`src/rtl/crono_regresivo.sv`:
```
// Countdown timer for the VGA display: holds HH:MM:SS in packed BCD and counts it
// down one second every DIV clocks, raising crono_final when it reaches 00:00:00.
module crono_regresivo #(
  parameter int unsigned DIV = 100000000
) (
  input  logic       reloj_nexys,
  input  logic       reset_total,
  input  logic       carga,
  input  logic [7:0] hora_ini,
  input  logic [7:0] min_ini,
  input  logic [7:0] seg_ini,
  input  logic       inicio,
  input  logic       pausa,
  input  logic       apagar,
  output logic [7:0] hora_crono,
  output logic [7:0] min_crono,
  output logic [7:0] seg_crono,
  output logic       crono_final,
  output logic       activo
);

  localparam int unsigned PW = $clog2(DIV);
  localparam logic [PW-1:0] LAST = PW'(DIV - 1);

  typedef enum logic [1:0] {
    IDLE  = 2'd0,
    RUN   = 2'd1,
    PAUSE = 2'd2,
    DONE  = 2'd3
  } state_t;

  state_t        state_r;
  logic [PW-1:0] presc_r;
  logic [7:0]    hora_dec_s;
  logic [7:0]    min_dec_s;
  logic [7:0]    seg_dec_s;
  logic [8:0]    seg_step_s;
  logic [8:0]    min_step_s;
  logic          cur_zero_s;
  logic          dec_zero_s;

  // Out-of-range or non-BCD fields are replaced by 00 on load.
  function automatic logic [7:0] load_field(input logic [7:0] v, input logic [7:0] max_v);
    if (v[7:4] > 4'd9 || v[3:0] > 4'd9 || v > max_v) begin
      load_field = 8'h00;
    end else begin
      load_field = v;
    end
  endfunction

  // Minutes/seconds step: returns {borrow_out, new_value}, 00 wraps to 59.
  function automatic logic [8:0] dec_base60(input logic [7:0] v);
    if (v[3:0] != 4'd0) begin
      dec_base60 = {1'b0, v[7:4], v[3:0] - 4'd1};
    end else if (v[7:4] != 4'd0) begin
      dec_base60 = {1'b0, v[7:4] - 4'd1, 4'd9};
    end else begin
      dec_base60 = {1'b1, 8'h59};
    end
  endfunction

  function automatic logic [7:0] dec_hours(input logic [7:0] v);
    if (v[3:0] != 4'd0) begin
      dec_hours = {v[7:4], v[3:0] - 4'd1};
    end else if (v[7:4] != 4'd0) begin
      dec_hours = {v[7:4] - 4'd1, 4'd9};
    end else begin
      dec_hours = 8'h00;
    end
  endfunction

  // Next value one second down, with the BCD borrow rippling seconds -> minutes -> hours.
  always_comb begin
    seg_step_s = dec_base60(seg_crono);
    min_step_s = {1'b0, min_crono};
    hora_dec_s = hora_crono;
    if (seg_step_s[8]) begin
      min_step_s = dec_base60(min_crono);
    end else begin
      min_step_s = {1'b0, min_crono};
    end
    if (min_step_s[8]) begin
      hora_dec_s = dec_hours(hora_crono);
    end else begin
      hora_dec_s = hora_crono;
    end
    seg_dec_s  = seg_step_s[7:0];
    min_dec_s  = min_step_s[7:0];
    cur_zero_s = ({hora_crono, min_crono, seg_crono} == 24'h000000);
    dec_zero_s = ({hora_dec_s, min_dec_s, seg_dec_s} == 24'h000000);
  end

  // Control FSM, prescaler and registered outputs; carga > apagar > pausa > inicio.
  always_ff @(posedge reloj_nexys or posedge reset_total) begin
    if (reset_total) begin
      state_r     <= IDLE;
      presc_r     <= '0;
      hora_crono  <= 8'h00;
      min_crono   <= 8'h00;
      seg_crono   <= 8'h00;
      crono_final <= 1'b0;
      activo      <= 1'b0;
    end else if (carga) begin
      state_r     <= IDLE;
      presc_r     <= '0;
      hora_crono  <= load_field(hora_ini, 8'h23);
      min_crono   <= load_field(min_ini, 8'h59);
      seg_crono   <= load_field(seg_ini, 8'h59);
      crono_final <= 1'b0;
      activo      <= 1'b0;
    end else if (apagar) begin
      state_r     <= IDLE;
      presc_r     <= '0;
      hora_crono  <= 8'h00;
      min_crono   <= 8'h00;
      seg_crono   <= 8'h00;
      crono_final <= 1'b0;
      activo      <= 1'b0;
    end else if (pausa && state_r == RUN) begin
      // Prescaler is frozen so the partial second survives the pause.
      state_r <= PAUSE;
      activo  <= 1'b0;
    end else begin
      case (state_r)
        IDLE, PAUSE: begin
          if (inicio && !cur_zero_s) begin
            state_r <= RUN;
            activo  <= 1'b1;
          end else begin
            state_r <= state_r;
            activo  <= 1'b0;
          end
        end
        RUN: begin
          if (presc_r == LAST) begin
            presc_r    <= '0;
            hora_crono <= hora_dec_s;
            min_crono  <= min_dec_s;
            seg_crono  <= seg_dec_s;
            if (dec_zero_s) begin
              state_r     <= DONE;
              crono_final <= 1'b1;
              activo      <= 1'b0;
            end else begin
              state_r <= RUN;
              activo  <= 1'b1;
            end
          end else begin
            presc_r <= presc_r + PW'(1);
          end
        end
        DONE: begin
          state_r     <= DONE;
          crono_final <= 1'b1;
          activo      <= 1'b0;
        end
        default: begin
          state_r <= IDLE;
          presc_r <= '0;
          activo  <= 1'b0;
        end
      endcase
    end
  end

endmodule

```
`config.mk`:
```
export PLATFORM = sky130hd
export DESIGN_NAME = crono_regresivo
export DESIGN_NICKNAME = d
export VERILOG_FILES = /design/src/rtl/crono_regresivo.sv
export SDC_FILE = /design/constraint.sdc
export NUM_CORES = 1
export LEC_CHECK = 0
export CORE_AREA = 10 10 93 95
export CTS_BUF_LIST = sky130_fd_sc_hd__clkbuf_4 sky130_fd_sc_hd__clkbuf_8
export DETAILED_ROUTE_END_ITERATION = 8
export DIE_AREA = 0 0 103 105
export PLACE_DENSITY = 0.77
export SETUP_SLACK_MARGIN = 0.3
export SLEW_MARGIN = 40
export SYNTH_ARGS = -nofsm -noshare
export SYNTH_HDL_FRONTEND = slang
export SYNTH_SLANG_ARGS = --single-unit
export TNS_END_PERCENT = 30
```
`constraint.sdc`:
```
create_clock -name reloj_nexys -period 2.7 [get_ports reloj_nexys]
set_input_delay 0.81 -clock reloj_nexys [delete_from_list [all_inputs] [get_ports reloj_nexys]]
set_output_delay 0.81 -clock reloj_nexys [all_outputs]
set_load 0.005 [all_outputs]
```
==> impl_metrics.sql <==
INSERT INTO impl_metrics (metric_group, metric, value, unit) VALUES
('status', 'outcome', 'finished, final reports clean', ''),
('global_routing', 'global_route_usage_over_all_layers', '18.2', '%'),
('die', 'io_pins', '56', ''),
('setup_path', 'worstSetupStartpoint', 'seg_crono[0]', ''),
('detailed_routing', 'totalWireLength', '9820', 'microns'),
('detailed_routing', 'number_of_remaining_drc_errors', '0', ''),
('timing', 'fmaxAchievable', '419', 'MHz'),
('timing', 'timing.hold.ws', '528', 'ps'),
('timing', 'postLayoutSetupSlackWorst', '314', 'ps'),
('global_routing', 'gr-total-overflow', '0', ''),
('logic_synthesis', 'seq_area_frac_synth', '41.7', '%'),
('min_path', 'worst_hold_path_type', 'flip-flop to flip-flop', ''),
('setup_path', 'timing.critical_path.from_type', 'flip-flop', ''),
('cells_and_area', 'multi_input_area', '1900', 'sq um'),
('logic_synthesis', 'postSynthRegisterBits', '55', ''),
('global_routing', 'first_global_vias', '3366', ''),
('timing', 'finClkSkew', '15.6', 'ps'),
('setup_path', 'critical_path.endpoint', 'hora_crono[5]', ''),
('clocking', 'clk_latency', '310', 'ps'),
('cells_and_area', 'final_net_count', '497', ''),
('cells_and_area', 'layout-area-overhead-vs-synth', '34.8', '%'),
('logic_synthesis', 'synth.avg_cell_area', '8.88', 'sq um'),
('detailed_routing', 'routed_via_density', '6.20', ''),
('logic_synthesis', 'synth-edff-count', '0', ''),
('setup_path', 'timing_worst_setup_path_type', 'flip-flop to flip-flop', ''),
('placement', 'gp_congestion', '0.900', ''),
('clocking', 'numCtsBuffers', '5', ''),
('placement', 'worst_setup_timing_slack_at_the_placement_stage', '-116', 'ps'),
('timing', 'grt_setup_unrepaired', 'yes', ''),
('detailed_routing', 'drt_pass1_iterations', '5', ''),
('timing', 'fin_crit_sh', '88.4', '%'),
('logic_synthesis', 'yosys_warning_count', '0', ''),
('global_routing', 'grt_first_pass_wirelength', '16500', 'microns'),
('logic_synthesis', 'mappedNetlistNets', '406', ''),
('logic_synthesis', 'synth_flop_cell', 'sky130_fd_sc_hd__dfrtp_1', ''),
('setup_path', 'worstReg2RegStart', 'seg_crono[0]', ''),
('timing', 'worst_slew_margin_rel', '62.2', '%'),
('setup_path', 'required', '2940', 'ps'),
('clocking', 'cts_max_level', '2', ''),
('detailed_routing', 'final_antenna_net_count', '0', ''),
('timing', 'slew_viol_final', '0', ''),
('clocking', 'root_buffer', 'sky130_fd_sc_hd__clkbuf_8', ''),
('die', 'die-width', '103', 'microns'),
('die', 'die_y', '105', 'microns'),
('logic_synthesis', 'synthesis.area', '3300', 'sq um'),
('global_routing', 'largest_net_degree_at_the_start_of_global_routing', '56', ''),
('flow_run', 'drv.max_cap_violation_count', '0', ''),
('power_and_ir_drop', 'power_leakage', '1.78', 'nW'),
('cells_and_area', 'drive_above_1_share', '17.2', '%'),
('setup_path', 'critical_path_peak_fanout', '4', ''),
('clocking', 'cts-root-to-sink-buffers', '2', ''),
('cells_and_area', 'seqCellArea', '1380', 'sq um'),
('cells_and_area', 'layout_common_cells', '54 x sky130_fd_sc_hd__dfrtp_1, 54 x sky130_fd_sc_hd__clkdlybuf4s50_1, 43 x sky130_fd_sc_hd__nor2_1', ''),
('logic_synthesis', 'synth.distinct_cells', '64', ''),
('die', 'design.die.area', '10800', 'sq um'),
('setup_path', 'r2r_slack', '310', 'ps'),
('setup_path', 'r2r.worst_path.cells', '7', ''),
('timing', 'period_needed', '2390', 'ps'),
('placement', 'port_buffers', '55', ''),
('setup_path', 'critical_path_sink_type', 'flip-flop', ''),
('detailed_routing', 'drt-initial-drc-count', '256', ''),
('power_and_ir_drop', 'max-vdd-ir-drop', '0.000227', 'V'),
('clocking', 'clkSinkCount', '55', ''),
('clocking', 'post_cts_hold_buffers', '0', ''),
('die', 'coreArea', '6760', 'sq um'),
('clocking', 'clk_pin_slew_worst_paths', '100', 'ps'),
('detailed_routing', 'vias', '3371', ''),
('die', 'placement_row_count', '30', ''),
('timing', 'hold_violations', '0', ''),
('clocking', 'cts_tree', 'built', ''),
('placement', 'detailedPlacementHpwl', '7320', 'microns'),
('detailed_routing', 'route.detailed.wl_per_inst', '18.0', 'microns'),
('cells_and_area', 'n_fill_cell', '542', ''),
('timing', 'tightestPinTransition', '562', 'ps'),
('logic_synthesis', 'ys_async_sr_fraction', '100', '%'),
('cells_and_area', 'insertedDiodeCount', '0', ''),
('setup_path', 'crit-reg2reg-capture', 'hora_crono[5]', ''),
('timing', 'finalSetupViolCount', '0', ''),
('setup_path', 'timing.critical_path.arrival', '2620', 'ps'),
('power_and_ir_drop', 'pwr_density_cell', '405', 'nW/um^2'),
('logic_synthesis', 'synth_cells', '372', ''),
('die', 'starting_utilization_of_the_core_area', '48.9', '%'),
('global_routing', 'antenna_violations_before_repair', '0', '');
## worst min-delay path by stage
stage	from	end	slack [ps]	cells past startpoint
CTS	presc_r[25]	presc_r[25]	520	1
global placement	presc_r[25]	presc_r[25]	490	1
floorplan	presc_r[25]	presc_r[25]	470	1
detailed placement	presc_r[25]	presc_r[25]	500	1
finish	presc_r[25]	presc_r[25]	530	1
global route	presc_r[25]	presc_r[25]	560	1
## final cells by class
class	instances	share of cell area, %
clock inverters	2	0.365
clock buffers	6	1.71
inverters	10	0.843
well taps	80	2.25
repair buffers	101	21.2
flip-flops and latches	55	30.9
multi-input cells	290	42.7
## routing by layer
metal / GRT usage (%) / share of wire [%]
met5: 0 / 0
met1: 22.9 / 42
met3: 3.43 / 5.6
met4: 5.77 / 2.0
met2: 30.2 / 50
## flip-flops by register name (all words and copies together) (netlist names)
name / count
presc_r: 27
hora_crono: 8
min_crono: 8
seg_crono: 8
state_r: 2
activo: 1
crono_final: 1
## report_power, final
group,total (mW),internal (mW),switching [mW]
clock,0.478,0.197,0.281
sequential,0.872,0.845,0.0266
combinational,0.455,0.228,0.227
## worst max-delay path, stage by stage (launching register included)
cell and delay, ps:
sky130_fd_sc_hd__dfrtp_2 410, sky130_fd_sc_hd__inv_2 70, sky130_fd_sc_hd__ha_4 150, sky130_fd_sc_hd__or4b_4 470
sky130_fd_sc_hd__or3_4 370, sky130_fd_sc_hd__o41a_1 410, sky130_fd_sc_hd__a311oi_2 230, sky130_fd_sc_hd__a2bb2oi_1 200
## Yosys cell counts, types with 9 or more instances
cell type	instances	area share (%)
sky130_fd_sc_hd__dfrtp_1	55	42
sky130_fd_sc_hd__nor2_1	44	5.0
sky130_fd_sc_hd__nand2_1	35	4.0
sky130_fd_sc_hd__o21ai_0	19	2.9
sky130_fd_sc_hd__nor3_1	16	2.4
sky130_fd_sc_hd__xor2_1	15	4.0
sky130_fd_sc_hd__a21oi_1	14	2.1
sky130_fd_sc_hd__nand3_1	14	2.1
sky130_fd_sc_hd__clkbuf_1	12	1.4
sky130_fd_sc_hd__inv_1	10	1.1
sky130_fd_sc_hd__nand4_1	10	1.9
sky130_fd_sc_hd__nor4_1	9	1.7
sky130_fd_sc_hd__or3_1	9	1.7
## stage by stage
| step | util (%) | cells | power, mW | setup TNS (ps) | instance area [sq um] |
|---|---|---|---|---|---|
| 2_1_floorplan | - | 372 | 1.11 | 0 | 3340 |
| 3_3_place_gp | 62.4 | 526 | 1.30 | -433 | 4220 |
| 3_5_place_dp | 62.4 | 526 | 1.31 | -1430 | 4220 |
| 4_1_cts | 65.5 | 543 | 1.81 | 0 | 4430 |
| 5_1_grt | 65.9 | 544 | 1.89 | 0 | 4450 |
| 6_report | 65.9 | 544 | 1.80 | 0 | 4450 |
## cells by family (layout without fill, tap and decap cells)
family	count (synthesis)	after routing	share of synthesized area (%)
simple gates	176	176	28.1
compound gates	88	88	19.4
flops	55	55	41.7
buf+inv	27	119	3.37
xor+xnor	19	19	5.04
fa+ha+maj	4	4	1.52
mux	3	3	0.947
## timing repair
item | in CTS | in global routing
resized for setup | 11 | 7
endpoints found under the setup margin | 22 | 41
setup buffers | 9 | 1
endpoints found under the hold margin | 0 | 0
pin swaps | 12 | 4
No activity file was read; power rests on OpenSTA's default activity.
